==> src/rtl/ram_dp_be.sv <==
// Simple dual-port RAM with byte enables, registered read data and a
// sequential zeroing engine that runs after reset and on CLR_I.
module ram_dp_be #(
  parameter int DATA_WIDTH = 8,
  parameter int ADDR_WIDTH = 8,
  parameter int RDW_MODE   = 0
) (
  input  logic                    CLK_I,
  input  logic                    RSTN_I,
  input  logic                    WE_I,
  input  logic [ADDR_WIDTH-1:0]   WADDR_I,
  input  logic [DATA_WIDTH-1:0]   DATA_I,
  input  logic [DATA_WIDTH/8-1:0] BE_I,
  input  logic                    RE_I,
  input  logic [ADDR_WIDTH-1:0]   RADDR_I,
  input  logic                    CLR_I,
  output logic [DATA_WIDTH-1:0]   DATA_O,
  output logic                    VALID_O,
  output logic                    BUSY_O
);

  localparam int DEPTH = 2**ADDR_WIDTH;
  localparam int NUM_BYTES = DATA_WIDTH/8;

  typedef enum logic {CLEAR, READY} state_t;

  state_t                state_reg, state_next;
  logic [ADDR_WIDTH-1:0] cnt_reg, cnt_next;
  logic                  valid_reg;
  logic                  last_addr;
  logic                  req_ok;
  logic                  wr_ok;
  logic                  rd_ok;
  logic                  clr_wr;
  logic                  same_addr;

  assign last_addr = (cnt_reg == {ADDR_WIDTH{1'b1}});

  always_comb begin
    state_next = state_reg;
    cnt_next   = cnt_reg;
    case (state_reg)
      CLEAR: begin
        cnt_next = cnt_reg + 1'b1;
        if (last_addr) state_next = READY;
      end
      READY: begin
        cnt_next = '0;
        if (CLR_I) state_next = CLEAR;
      end
      default: begin
        state_next = CLEAR;
        cnt_next   = '0;
      end
    endcase
  end

  always_ff @(posedge CLK_I) begin
    if (!RSTN_I) begin
      state_reg <= CLEAR;
      cnt_reg   <= '0;
    end else begin
      state_reg <= state_next;
      cnt_reg   <= cnt_next;
    end
  end

  // A clear request wins over any read or write presented in the same cycle.
  assign req_ok    = RSTN_I && (state_reg == READY) && !CLR_I;
  assign wr_ok     = req_ok && WE_I;
  assign rd_ok     = req_ok && RE_I;
  assign clr_wr    = RSTN_I && (state_reg == CLEAR);
  assign same_addr = (WADDR_I == RADDR_I);

  always_ff @(posedge CLK_I) begin
    if (!RSTN_I) valid_reg <= 1'b0;
    else         valid_reg <= rd_ok;
  end

  assign VALID_O = valid_reg;
  assign BUSY_O  = (state_reg == CLEAR);

  // One narrow array per byte lane keeps byte-enable writes BRAM-friendly.
  generate
    for (genvar gi = 0; gi < NUM_BYTES; gi++) begin : g_lane
      logic [7:0] lane_mem [DEPTH];
      logic [7:0] rd_lane_reg;
      logic       fwd;

      assign fwd = (RDW_MODE != 0) && wr_ok && BE_I[gi] && same_addr;

      always_ff @(posedge CLK_I) begin
        if (clr_wr)
          lane_mem[cnt_reg] <= 8'h00;
        else if (wr_ok && BE_I[gi])
          lane_mem[WADDR_I] <= DATA_I[8*gi +: 8];
      end

      always_ff @(posedge CLK_I) begin
        if (!RSTN_I)
          rd_lane_reg <= 8'h00;
        else if (rd_ok)
          rd_lane_reg <= fwd ? DATA_I[8*gi +: 8] : lane_mem[RADDR_I];
      end

      assign DATA_O[8*gi +: 8] = rd_lane_reg;
    end
  endgenerate

endmodule
==> config.mk <==
export PLATFORM = sky130hd
export DESIGN_NAME = ram_dp_be
export DESIGN_NICKNAME = d
export VERILOG_FILES = /design/src/rtl/ram_dp_be.sv
export SDC_FILE = /design/constraint.sdc
export NUM_CORES = 2
export LEC_CHECK = 0
export BUFFER_PORTS_ARGS = -buffer_cell sky130_fd_sc_hd__buf_4
export CORE_MARGIN = 2
export CORE_UTILIZATION = 30
export CTS_BUF_LIST = sky130_fd_sc_hd__clkbuf_4 sky130_fd_sc_hd__clkbuf_8
export DETAILED_ROUTE_END_ITERATION = 10
export PLACE_DENSITY = 0.48
export SLEW_MARGIN = 20
export SYNTH_ARGS = -nofsm -noshare
export SYNTH_HDL_FRONTEND = slang
export SYNTH_SLANG_ARGS = --single-unit
==> constraint.sdc <==
create_clock -name CLK_I -period 6.05 [get_ports CLK_I]
set_input_delay 0 -clock CLK_I [delete_from_list [all_inputs] [get_ports CLK_I]]
set_output_delay 0 -clock CLK_I [all_outputs]
set_load 0.1 [all_outputs]
# After elaboration in Yosys (flattened, before gate mapping)
# Memory sizes are Yosys's and may differ from the RTL's. A register that Yosys moved wholly into a read port is not among the register bits.
# Cells that the tools add are included.
[word_totals] elab_cells=28 out_inout_bits=10 n_memories=1 ff_bits=10 in_bits=30 ram_bits=2048
[op_classes] n_reduce_logical=9 n_mux=12 n_bitwise=1 add_sub_neg=1 eq_ne=1
[mem_list] memory="g_lane[0].lane_mem" words=256 width=8 read_ports=1 rd_clocked_by_memory_dff=1 write_ports=1 line_no="86" text="logic [7:0] lane_mem [DEPTH];"
[ops] operator="8-bit two-way mux" n=2
[ops] operator="8-bit case mux with 2 select lines" n=1
[ops] operator="8-bit by 1-bit adder with 8-bit output, second input constant" n=1
[ops] operator="8-bit equality test, second input constant" n=1
[ops] operator="1-bit two-way mux" n=8
[ops] operator="8-bit OR reduction" n=1
[ops] operator="1-bit logical AND" n=6
[ops] operator="1-bit zero test" n=2
[ops] operator="1-bit case mux with 2 select lines" n=1
[ops] operator="1-bit NOT" n=1

# Logic depth before layout (Yosys ltp)
[logic_depth] depth_word=9 depth_mapped=13 mapped_depth_nobuf=7

# Least setup slack after synthesis
# OpenSTA, ideal clock, no wires.
[synth_path] path_kind="register to register" start="register state_reg" end="memory g_lane[0].lane_mem[0][0], data pin" path_stages_with_launch=7 setup_ns=0.869 required_ns=5.181 n_path_buf=3 path_slack_ns=0.589 period_less_slack_ns=5.461 arrival_ns=4.592 path_cell_list="dfxtp_1 -> nor2b_1 -> and4_1 -> buf_2 -> buf_2 -> clkbuf_1 -> and2_1"
[synth_via] elab_chain_cells=9 word_cells_on_any_way=11 cone_classes="4 x mux; 1 x bitwise; 6 x reduce/logical"
[synth_lines] element="from (decl)" line_no="27" text="state_t state_reg, state_next;"
[synth_lines] element="from (signal assigned)" line_no="63" text="state_reg <= state_next;"
[synth_lines] element="1-bit logical AND (2 in a row)" line_no="69" text="assign req_ok = RSTN_I && (state_reg == READY) && !CLR_I;"
[synth_lines] element="1-bit logical AND" line_no="70" text="assign wr_ok = req_ok && WE_I;"
[synth_lines] element="1-bit logical AND" line_no="95" text="else if (wr_ok && BE_I[gi])"
[synth_lines] element="1-bit two-way mux" line_no="95"
[synth_lines] element="1-bit two-way mux *" line_no="93" text="if (clr_wr)"
[synth_lines] element="1-bit two-way mux (not written as such) *" line_no="96" text="lane_mem[WADDR_I] <= DATA_I[8*gi +: 8];"
[synth_lines] element="8-bit OR reduction (no source line) *"
[synth_lines] element="8-bit two-way mux (no source line) *"
[synth_lines] element="to (decl)" line_no="86"
# Every way passes the cells marked *; elsewhere a longest branch is shown, timed or not.

# Worst setup path in the final report
[layout_path] start="register state_reg" end="memory g_lane[0].lane_mem[60][1] (enable)"
[layout_via] elab_chain_cells=9 word_cells_on_any_way=14 cone_classes="7 x mux; 1 x bitwise; 6 x reduce/logical"
[layout_lines] element="1-bit logical AND (2 in a row)" line_no="69"
[layout_lines] element="1-bit logical AND" line_no="70"
[layout_lines] element="1-bit logical AND" line_no="95"
[layout_lines] element="1-bit two-way mux" line_no="95"
[layout_lines] element="1-bit two-way mux" line_no="93"
[layout_lines] element="1-bit two-way mux (not written as such)" line_no="96"
[layout_lines] element="8-bit OR reduction (no source line)"
[layout_lines] element="8-bit two-way mux (no source line) / 1-bit two-way mux (equally long branches)"
# Several ways; a longest one is shown, not always the timed one.

==> metrics.txt <==
port bufs=39; top_reg_cell synth=edfxtp_1; pre-CTS WS=approximately 1.8 ns; Tot Pwr=~29 mW; share of cells above drive strength 1=about 27%; Vias/cell=slightly above 5; LEAKAGE=~25 nW; # H-tree levels=5; area share of xor/xnor cells in the synthesized design=0.06512%; Peak VDD IR=approximately 0.24 mV; Mapped Cells=between 3000 and 4000; placed instance count=between 7000 and 8000; Final WS setup=1.167 ns; reg2reg setup slack=between 1 and 1.5 ns; Hold Path Depth=3; Starting DRT DRC Count=approximately 4500; Post CTS Setup Buffer Count=0; Final min period=4.883 ns; Routed WL=236.8 mm; DR vias=between 40000 and 50000; WL per Instance=29.40 um; Reg power frac=between 50 and 60%; Mapped Area=between 80000 and 90000 um^2; Core ar.=between 200000 and 300000 um^2; initial antenna violation count=10; worst-case clock buffer depth=4; placement row count=190; Die X=approximately 520 um; detailed placement HPWL=~140 mm; Synth Area in Compound Gates=approximately 2.9%; switching share of total power=approximately 22%; max_slew headroom=22.51%; Inserted Clock Buffers=between 300 and 400; Pint=22.50 mW; EDFF count, synth=roughly 2000; Finished Layout Cells=approximately 8000; die area=roughly 270000 um^2; clock power share=43.0%; Yosys cell types=between 60 and 70; Critical Path RT=6.70 ns; CTS tree=done; worst skew pair latency=between 1 and 1.5 ns; async set or reset register ratio after synthesis=0%; Synth Area per Inst=about 20 um^2; # DRC=0; Layout Nets=roughly 4300; starting density of the core=a little under a third; largest cells by area after synthesis=edfxtp_1, mux4_2, mux2i_1; Comb power frac=3.0%; mux share of post-synthesis cell area=15.68%; Tcrit/Tclk final=roughly four fifths; syn_nets=3960; global-route wire length before repair=around 330 mm; Worst-path clk slew=0.06 ns; Yosys Warn Count=0; Adder-Cell Fraction of Synth Area=0.01550%; Placer Congestion=roughly 0.81; crit-path max FO=30; FF-to-FF path depth=7; CTS Sinks=roughly 2100; Slew @ Worst Pin=about 1.2 ns; max reg flops=~2000; I/O pin count=40; vias in the first global route=around 42000; Clock Skews=a little under 0.1 ns; RSZ-0062 raised after global routing=no; area growth from synthesis to layout=14.84%; Die Y-Extent=between 500 and 600 um; Startpoint Class=register; power per cell area=310.0 nW/um^2; Setup Crit Path Kind=reg2reg; Final ANT Viol Nets=0; f_max=approximately 200 MHz; CP arrival=about 5.5 ns; Max-Cap Viols=0; largest net degree at the start of global routing=155; #FFs+latches synth=2066; final-layout fill cell count=25180; final setup TNS=0 ns; Simple-Gate Fraction of Synth Area=under 10%; Hold Fails Final Rpt=0; Seq/Total Area, Yosys=~77%; Initial DRT Pass Iterations=7; largest family of logic cells by synthesized area=multiplexers; Hold WC Path Type=in2reg; Final Setup Violations=0; status=completed; Setup crit end kind=register; total gr overflow=0; clk root buf=clkbuf_8; area leader, netlist=edfxtp_1; fin. max-slew vios=0; Net Sw Power=slightly above 6 mW; GRT Total Usage=between 15 and 20%; share of the synthesized area in the top cell type=76.20%
==> area by class of cell <==
| class | instances | area, um^2 | area share (%) |
|---|---|---|---|
| well taps | 3552 | 4444 | 4.795 |
| inverters | 10 | 45.04 | 0.04860 |
| repair buffers | 187 | 1844 | 1.990 |
| clock inverters | 141 | 947.2 | 1.022 |
| flip-flops and latches | 2066 | 61860 | 66.74 |
| diodes | 10 | 25.02 | 0.02700 |
| multi-input cells | 1616 | 17700 | 19.10 |
| clock buffers | 473 | 5816 | 6.275 |
==> layout by cell type, fill, tap and decap left out, drive strengths merged, types with 5 or more instances in the layout <==
cell type	count
edfxtp	2048
clkbuf	473
mux4	449
nor2	304
mux2i	244
buf	145
clkinv	118
nand2	93
o221ai	92
a21oi	64
o22ai	49
dlygate4sd3	42
nand3	40
o21ai	35
nor3	32
a31oi	23
nand2b	23
dfxtp	18
or2	18
and2	16
inv	14
nand4	12
a22oi	12
bufinv	11
diode	10
mux2	9
and3	8
clkinvlp	8
o31ai	7
nor2b	6
nand3b	6
a211o	5
a21o	5
xor2	5
o311ai	5
==> metrics by stage <==
stage          hold slack, ns  cell area [um^2]  util, %
2_1_floorplan          0.1177             80700        -
3_3_place_gp           0.2540             85430    31.92
3_5_place_dp           0.2766             85470    31.93
4_1_cts               0.01284             92650    34.61
5_1_grt               0.06136             92680    34.62
6_report               0.1123             92680    34.62
==> worst paths after layout <==
kind / endpoint / startpoint
min: g_lane[0].lane_mem[148][7]$_DFFE_PP_ / DATA_I[7]
max reg2reg: g_lane[0].lane_mem[60][1]$_DFFE_PP_ / state_reg$_SDFF_PN0_
min reg2reg: cnt_reg[0]$_SDFF_PN0_ / cnt_reg[0]$_SDFF_PN0_
max: g_lane[0].lane_mem[60][1]$_DFFE_PP_ / state_reg$_SDFF_PN0_
==> repair_timing <==
item	in CTS	in global routing
hold buffers	42	0
hold endpoints to repair	1783	0
gates resized for setup	0	0
==> worst max-delay path, stage by stage (launching register included) <==
cell and delay, ns:
dfxtp_1 0.38, nor2b_1 0.22, and4_1 0.94, a31oi_1 0.22, dlygate4sd3_1 0.65, or2_2 0.38, nand2b_2 0.76, nor2_1 0.88
==> cell usage after synthesis (4+ instances only) <==
cell type / number
nor3_1: 32
o211ai_1: 4
a22oi_1: 12
nor2_1: 304
buf_1: 15
a31oi_1: 23
buf_6: 14
mux4_2: 449
buf_4: 44
o21ai_0: 35
nor2b_1: 6
dfxtp_1: 18
nand2b_1: 23
mux2_2: 9
edfxtp_1: 2048
and2_1: 16
mux2i_1: 244
or2_2: 18
xor2_1: 5
nand2_1: 93
o22ai_1: 49
o31ai_1: 7
nand4_1: 12
a211o_1: 5
nand3b_1: 6
nor3b_1: 4
clkbuf_1: 115
inv_1: 7
a21oi_1: 64
nand3_1: 40
a211oi_1: 4
a21o_1: 5
or3_1: 4
buf_2: 49
and3_1: 8
a221oi_1: 4
o221ai_1: 92
==> power groups by stage <==
| stage | sequential (mW) | clock, mW | combinational, mW |
|---|---|---|---|
| 2_1_floorplan | 15.8 | 0 | 0.527 |
| 3_3_place_gp | 15.8 | 0 | 0.848 |
| 3_5_place_dp | 15.8 | 0 | 0.848 |
| 4_1_cts | 15.5 | 12.6 | 0.865 |
| 5_1_grt | 15.5 | 13.2 | 0.897 |
| 6_report | 15.5 | 12.4 | 0.857 |
==> cell families (layout without fill, tap and decap cells) <==
| family | after synthesis | after routing |
|---|---|---|
| xor gates and xnor gates | 6 | 6 |
| muxes | 702 | 702 |
| adders and majority gates | 1 | 1 |
| buffers and inverters | 247 | 811 |
| and+or+nand+nor | 574 | 574 |
| DFF | 2066 | 2066 |
| AOI/OAI and AO/OA | 333 | 333 |
| other | 0 | 10 |
==> routing by layer <==
metal | up-vias | share of wire (%) | track usage, %
li1 | 17000 | - | -
met1 | 22210 | 45 | 24.71
met2 | 1682 | 46 | 26.75
met3 | 393 | 6.0 | 2.799
met4 | 0 | 2.8 | 5.178
met5 | - | 0 | 0
No activity file was read; power rests on OpenSTA's default activity.
